**config.mk**
```make
export PLATFORM = sky130hd
export DESIGN_NAME = pcl_3w_burst_master
export DESIGN_NICKNAME = d
export VERILOG_FILES = /design/src/rtl/pcl_3w_burst_master.sv
export SDC_FILE = /design/constraint.sdc
export NUM_CORES = 1
export LEC_CHECK = 0
export ABC_AREA = 1
export CAP_MARGIN = 0
export CORE_UTILIZATION = 51
export DETAILED_ROUTE_END_ITERATION = 10
export PLACE_DENSITY = 0.83
export SLEW_MARGIN = 20
export SYNTH_ARGS = -nofsm -noshare
export SYNTH_HDL_FRONTEND = slang
export SYNTH_SLANG_ARGS = --single-unit
```
**constraint.sdc**
```tcl
create_clock -name in_clk -period 3.5 [get_ports in_clk]
set_clock_uncertainty 0.2 [all_clocks]
set_input_delay 0.525 -clock in_clk [delete_from_list [all_inputs] [get_ports in_clk]]
set_output_delay 0.525 -clock in_clk [all_outputs]
set_load 0.02 [all_outputs]
```
**src/rtl/pcl_3w_burst_master.sv**
```systemverilog
// Host-protocol decoder for multi-channel 3-wire access: framed read/write bursts
// with address auto-increment, per-wait timeouts and OK/ERR status replies.
module pcl_3w_burst_master #(
  parameter int ADDR_BITS = 9,
  parameter int DATA_BITS = 16,
  parameter int CHANNELS  = 4,
  parameter int TIMEOUT   = 1024
) (
  input  logic                          in_clk,
  input  logic                          in_rst,
  input  logic [7:0]                    in_rx_data,
  input  logic                          in_rx_done,
  output logic                          out_rx_trig,
  output logic [7:0]                    out_tx_data,
  output logic                          out_tx_trig,
  input  logic                          in_tx_done,
  output logic                          out_tw_start,
  output logic [CHANNELS-1:0]           out_tw_sel,
  output logic                          out_tw_mode_wr,
  output logic [ADDR_BITS-1:0]          out_tw_addr,
  output logic [DATA_BITS-1:0]          out_tw_wr_data,
  input  logic [CHANNELS*DATA_BITS-1:0] in_tw_rd_data,
  input  logic [CHANNELS-1:0]           in_tw_busy,
  output logic [1:0]                    out_err
);
  localparam int ADDR_BYTES = (ADDR_BITS + 7) / 8;
  localparam int DATA_BYTES = (DATA_BITS + 7) / 8;
  localparam int MAX_BYTES  = (ADDR_BYTES > DATA_BYTES) ? ADDR_BYTES : DATA_BYTES;
  localparam int BC_W       = $clog2(MAX_BYTES) + 1;
  localparam int TM_W       = $clog2(TIMEOUT) + 1;
  localparam int RD_W       = DATA_BYTES * 8;
  localparam logic [7:0] ST_OK  = 8'h02;
  localparam logic [7:0] ST_ERR = 8'hEE;

  typedef enum logic [3:0] {
    WAIT_CMD, WAIT_CNT, WAIT_ADDR, WAIT_WRDATA, TW_START,
    TW_WAIT_BUSY, TW_WAIT_DONE, TX_DATA, TX_STATUS
  } state_t;

  state_t                state_q, state_nxt;
  logic [CHANNELS-1:0]   sel_q, sel_nxt;
  logic                  wr_q, wr_nxt;
  logic [7:0]            cnt_q, cnt_nxt;
  logic [ADDR_BITS-1:0]  addr_q, addr_nxt;
  logic [DATA_BITS-1:0]  wdata_q, wdata_nxt;
  logic [RD_W-1:0]       rdata_q, rdata_nxt;
  logic [BC_W-1:0]       bcnt_q, bcnt_nxt;
  logic [TM_W-1:0]       tmr_q, tmr_nxt;
  logic [1:0]            err_q, err_nxt;
  logic [7:0]            tx_data_q, tx_data_nxt;
  logic                  rx_trig_q, rx_trig_nxt;
  logic                  tx_trig_q, tx_trig_nxt;
  logic                  start_q, start_nxt;
  logic [DATA_BITS-1:0]  rd_sel;
  logic [RD_W-1:0]       rd_pad;
  logic                  busy_sel;

  always_comb begin
    rd_sel = '0;
    for (int k = 0; k < CHANNELS; k++)
      if (sel_q[k]) rd_sel = rd_sel | in_tw_rd_data[k*DATA_BITS +: DATA_BITS];
  end
  assign rd_pad   = RD_W'(rd_sel);
  assign busy_sel = |(in_tw_busy & sel_q);

  always_ff @(posedge in_clk or posedge in_rst) begin
    if (in_rst) begin
      state_q   <= WAIT_CMD;
      sel_q     <= '0;
      wr_q      <= 1'b0;
      cnt_q     <= '0;
      addr_q    <= '0;
      wdata_q   <= '0;
      rdata_q   <= '0;
      bcnt_q    <= '0;
      tmr_q     <= '0;
      err_q     <= '0;
      tx_data_q <= '0;
      rx_trig_q <= 1'b0;
      tx_trig_q <= 1'b0;
      start_q   <= 1'b0;
    end else begin
      state_q   <= state_nxt;
      sel_q     <= sel_nxt;
      wr_q      <= wr_nxt;
      cnt_q     <= cnt_nxt;
      addr_q    <= addr_nxt;
      wdata_q   <= wdata_nxt;
      rdata_q   <= rdata_nxt;
      bcnt_q    <= bcnt_nxt;
      tmr_q     <= tmr_nxt;
      err_q     <= err_nxt;
      tx_data_q <= tx_data_nxt;
      rx_trig_q <= rx_trig_nxt;
      tx_trig_q <= tx_trig_nxt;
      start_q   <= start_nxt;
    end
  end

  always_comb begin
    state_nxt   = state_q;
    sel_nxt     = sel_q;
    wr_nxt      = wr_q;
    cnt_nxt     = cnt_q;
    addr_nxt    = addr_q;
    wdata_nxt   = wdata_q;
    rdata_nxt   = rdata_q;
    bcnt_nxt    = bcnt_q;
    tmr_nxt     = tmr_q;
    err_nxt     = err_q;
    tx_data_nxt = tx_data_q;
    rx_trig_nxt = 1'b0;
    tx_trig_nxt = 1'b0;
    start_nxt   = 1'b0;
    case (state_q)
      WAIT_CMD: if (in_rx_done) begin
        if (!in_rx_data[7] && ({1'b0, in_rx_data[5:0]} < 7'(CHANNELS))) begin
          sel_nxt     = CHANNELS'(1) << in_rx_data[5:0];
          wr_nxt      = in_rx_data[6];
          err_nxt     = 2'b00;
          rx_trig_nxt = 1'b1;
          state_nxt   = WAIT_CNT;
        end else begin
          err_nxt[0]  = 1'b1;
          tx_data_nxt = ST_ERR;
          tx_trig_nxt = 1'b1;
          state_nxt   = TX_STATUS;
        end
      end
      WAIT_CNT: if (in_rx_done) begin
        if (in_rx_data == 8'd0) begin
          err_nxt[0]  = 1'b1;
          tx_data_nxt = ST_ERR;
          tx_trig_nxt = 1'b1;
          state_nxt   = TX_STATUS;
        end else begin
          cnt_nxt     = in_rx_data;
          bcnt_nxt    = BC_W'(ADDR_BYTES - 1);
          rx_trig_nxt = 1'b1;
          state_nxt   = WAIT_ADDR;
        end
      end
      // Shifting MSB-first through a truncating cast drops bits above ADDR_BITS.
      WAIT_ADDR: if (in_rx_done) begin
        addr_nxt = ADDR_BITS'({addr_q, in_rx_data});
        if (bcnt_q != '0) begin
          bcnt_nxt    = bcnt_q - 1'b1;
          rx_trig_nxt = 1'b1;
        end else if (wr_q) begin
          bcnt_nxt    = BC_W'(DATA_BYTES - 1);
          rx_trig_nxt = 1'b1;
          state_nxt   = WAIT_WRDATA;
        end else begin
          state_nxt   = TW_START;
        end
      end
      WAIT_WRDATA: if (in_rx_done) begin
        wdata_nxt = DATA_BITS'({wdata_q, in_rx_data});
        if (bcnt_q != '0) begin
          bcnt_nxt    = bcnt_q - 1'b1;
          rx_trig_nxt = 1'b1;
        end else begin
          state_nxt   = TW_START;
        end
      end
      TW_START: begin
        start_nxt = 1'b1;
        tmr_nxt   = TM_W'(TIMEOUT - 1);
        state_nxt = TW_WAIT_BUSY;
      end
      TW_WAIT_BUSY: begin
        if (busy_sel) begin
          tmr_nxt   = TM_W'(TIMEOUT - 1);
          state_nxt = TW_WAIT_DONE;
        end else if (tmr_q == '0) begin
          err_nxt[1]  = 1'b1;
          tx_data_nxt = ST_ERR;
          tx_trig_nxt = 1'b1;
          state_nxt   = TX_STATUS;
        end else begin
          tmr_nxt = tmr_q - 1'b1;
        end
      end
      TW_WAIT_DONE: begin
        if (!busy_sel) begin
          cnt_nxt = cnt_q - 8'd1;
          if (!wr_q) begin
            tx_data_nxt = rd_pad[RD_W-1 -: 8];
            rdata_nxt   = rd_pad << 8;
            bcnt_nxt    = BC_W'(DATA_BYTES - 1);
            tx_trig_nxt = 1'b1;
            state_nxt   = TX_DATA;
          end else if (cnt_q != 8'd1) begin
            addr_nxt    = addr_q + ADDR_BITS'(1);
            bcnt_nxt    = BC_W'(DATA_BYTES - 1);
            rx_trig_nxt = 1'b1;
            state_nxt   = WAIT_WRDATA;
          end else begin
            tx_data_nxt = ST_OK;
            tx_trig_nxt = 1'b1;
            state_nxt   = TX_STATUS;
          end
        end else if (tmr_q == '0) begin
          err_nxt[1]  = 1'b1;
          tx_data_nxt = ST_ERR;
          tx_trig_nxt = 1'b1;
          state_nxt   = TX_STATUS;
        end else begin
          tmr_nxt = tmr_q - 1'b1;
        end
      end
      TX_DATA: if (in_tx_done) begin
        if (bcnt_q != '0) begin
          tx_data_nxt = rdata_q[RD_W-1 -: 8];
          rdata_nxt   = rdata_q << 8;
          bcnt_nxt    = bcnt_q - 1'b1;
          tx_trig_nxt = 1'b1;
        end else if (cnt_q != 8'd0) begin
          addr_nxt  = addr_q + ADDR_BITS'(1);
          state_nxt = TW_START;
        end else begin
          tx_data_nxt = ST_OK;
          tx_trig_nxt = 1'b1;
          state_nxt   = TX_STATUS;
        end
      end
      TX_STATUS: if (in_tx_done) begin
        rx_trig_nxt = 1'b1;
        sel_nxt     = '0;
        state_nxt   = WAIT_CMD;
      end
      default: state_nxt = WAIT_CMD;
    endcase
  end

  assign out_rx_trig    = rx_trig_q;
  assign out_tx_data    = tx_data_q;
  assign out_tx_trig    = tx_trig_q;
  assign out_tw_start   = start_q;
  assign out_tw_sel     = sel_q;
  assign out_tw_mode_wr = wr_q;
  assign out_tw_addr    = addr_q;
  assign out_tw_wr_data = wdata_q;
  assign out_err        = err_q;
endmodule
```
==> qor.txt <==
Status - completed
Synth warn - 0
Worst-margin pin slew - 0.746 ns
Wirelength, routed - 14,700 um
Finished Layout Cells - 1,009
CTS Buffer Depth - 2
Core footprint - 9730 um2
Max Cap Violations - 0
Worst endpoint required time - 3.53 ns
Min cycle time layout - 2.39 ns
NetSw - 1.12 mW
Most frequent CP cell - nor2_1
# setup viols final - 0
Final WS setup - 1.11 ns
Placed Area - 6420 um2
Worst Path Buf+Inv - 2
Synth cell types - 39
Final Hold Vio Count - 0
Leakage power - 3.26 nW
Int Power - 1.93 mW
Initial DRC Count - 392
FF+latch count, synth - 76
Nets - 958
Die area - 10,400 um2
Clock Power Share - 27.1%
Fill cell count - 863
First-pass GRT wire length - 23,300 um
Power Dens Cells - 457 nW/um2
TritonRoute pass-1 iters - 5
Register area - 1900 um2
Fmax - 0.418 GHz
Critical-path top delay cell - nand2_1
Mapped Cells - 753
RePlAce Congestion - 0.944
Worst IR Drop VDD - 0.296 mV
Post-CTS setup buffers - 0
Num rows - 36
Dpl ws - 0.923 ns
Dpl cells - 993
ANT cells - 0
Clock buffer count from CTS - 9
Area Growth Syn to Fin - 30.6%
Gr usage total - 28.9%
Cell Chain, Critical Path - nor2_1 -> buf_4 -> inv_1 -> nor2_1 -> nand2_1 -> mux2_1
Area taken by multi-input logic gates - 2750 um2
Pin count of the biggest net entering global routing - 47
CP delay by family, top - simple AND/OR/NAND/NOR gates
Die H - 102 um
Max-slew violations - 0
Post-synthesis instance area - 5110 um2
# IOs - 123
Sequential Power Share - 38.7%
CP max FO - 24
CTS root buf - clkbuf_8
CTS tree - done
Switching Share - 36.6%
IO Port Bufs - 122
Final Cell Area - 6670 um2
CTS Hold Bufs - 0
Initial antenna violation count - 0
Crit path DAT - 2.43 ns
CP Capture Type - register
DR WL/cell - 14.6 um
Syn_area_per_cell - 6.79 um2
Die Wd - 102 um
Hpwl dp - 11,500 um
Post-DRT Antenna Nets - 0
Max incr delay on CP - 0.50 ns
CTS H-tree lvls - 3
Post_cts resized - 0
Initial Util - 52.5%
Synth Net Count - 840
Post-Route Setup TNS - 0 ns
CP startpoint kind - register
Ratio of cells with drive above 1 in the final layout - 7.53%
Overall via count from detail_route - 5,394
Gr ovfl total - 0
Vias in the first global route - 4,788
Tcrit/Tclk final - 68.3%
CTS clk-pin slew, worst paths - 0.08 ns
Number of remaining DRC errors - 0
Gate power share - 34.2%
Setup CP Type - register to register
Smallest hold slack - 0.293 ns
# clock sinks - 76
Via density - 5.35
Share of the yosys chip area belonging to registers - 37.2%
Min-Delay Path Class - register to register
RSZ-0062 raised after global routing - false
Clk_lat worst skew - 0.35 ns
Slew headroom - 50.1%
==> worst min-delay path: stages, from the launching register on <==
cell	delay [ns]
dfrtp_1	0.35
nand2_1	0.07
o21ai_2	0.05
==> metrics by stage <==
| step | total power [mW] | utilization, % |
|---|---|---|
| after floorplan | 1.79 | - |
| after global placement | 2.19 | 66.0 |
| after detailed placement | 2.22 | 66.0 |
| after CTS | 3.05 | 68.6 |
| after global routing | 3.24 | 68.6 |
| final | 3.05 | 68.6 |
==> logic make-up (layout without fill, tap and decap cells) <==
kind of cell    count (synthesis)  count (layout)  synth area share [%]
compound gates                106             106                  12.9
fa+ha+maj                       7               7                  1.71
flops                          76              76                  37.2
buf+inv                       107             230                  8.99
xor+xnor                        2               2                 0.343
simple gates                  447             447                  37.0
mux                             8               8                  1.76
==> registers in the layout, indices dropped and copies added (netlist names) <==
register,flops
out_tw_wr_data,16
tmr_q,11
out_tw_addr,9
cnt_q,8
out_tx_data,8
rdata_q,8
out_tw_sel,4
state_q,4
bcnt_q,2
out_err,2
out_rx_trig,1
out_tw_mode_wr,1
out_tw_start,1
out_tx_trig,1
==> final timing paths <==
check | depth (start not counted) | slack (ns) | end | startpoint
setup / recovery | 6 | 1.11 | out_tw_wr_data[8] | state_q[3]
hold / removal | 2 | 0.29 | rdata_q[10] | rdata_q[10]
setup reg to reg | 6 | 1.11 | out_tw_wr_data[8] | state_q[3]
hold reg to reg | 2 | 0.29 | rdata_q[10] | rdata_q[10]
max in group asynchronous | 3 | 2.03 | rdata_q[13] | in_rst
min in group asynchronous | 2 | 0.39 | cnt_q[4] | in_rst
==> per-layer routing <==
metal	global-route usage (%)	vias up	share of wire [%]
li1	-	2646	-
met1	40.7	2513	44
met2	46.3	209	48
met3	3.90	26	5.8
met4	8.79	0	1.9
met5	0	-	0
==> cells in the final DEF (no fill, tap or decap), drive strengths merged, types with 3 or more instances in the layout <==
cell type,instances
nand4,15
buf,7
ha,7
dfrtp,76
clkbuf,9
nand3b,3
nand2,283
nand3,67
a21oi,13
bufinv,3
o21bai,3
inv,85
nor2,72
o21a,3
clkdlybuf4s50,122
clkinv,3
a22o,16
mux2,8
o21ai,67
nor3,6
==> power by group through the flow <==
stage,Sequential [mW],Combinational [mW],Clock [mW]
CTS,1.18,1.04,0.836
floorplan,1.24,0.548,0
global route,1.20,1.16,0.878
global placement,1.19,1.00,0
finish,1.18,1.04,0.827
detailed placement,1.19,1.03,0
==> cell type report <==
cell class | count | area share, %
Sequential cell | 76 | 28.5
Inverter | 85 | 4.82
Tap cell | 133 | 2.49
Multi-Input combinational cell | 570 | 41.2
Timing Repair Buffer | 129 | 19.3
Clock buffer | 9 | 1.86
Clock inverter | 7 | 1.86
==> cell usage after synthesis, drive strengths merged <==
library cell / n / share of area, %
a211oi: 1 / 0.15
a21boi: 1 / 0.15
a21oi: 13 / 1.3
a22o: 16 / 2.7
and2: 1 / 0.12
buf: 15 / 2.2
clkbuf: 7 / 0.51
clkinv: 1 / 0.073
dfrtp: 76 / 37
ha: 7 / 1.7
inv: 84 / 6.2
mux2: 8 / 1.8
nand2: 283 / 21
nand3: 67 / 6.8
nand3b: 3 / 0.44
nand4: 15 / 1.8
nor2: 72 / 5.8
nor3: 6 / 0.69
o211ai: 1 / 0.15
o21a: 3 / 0.44
o21ai: 67 / 7.4
o21bai: 3 / 0.44
o31ai: 1 / 0.15
xnor2: 1 / 0.17
xor2: 1 / 0.17
No activity file was read; power rests on OpenSTA's default activity.
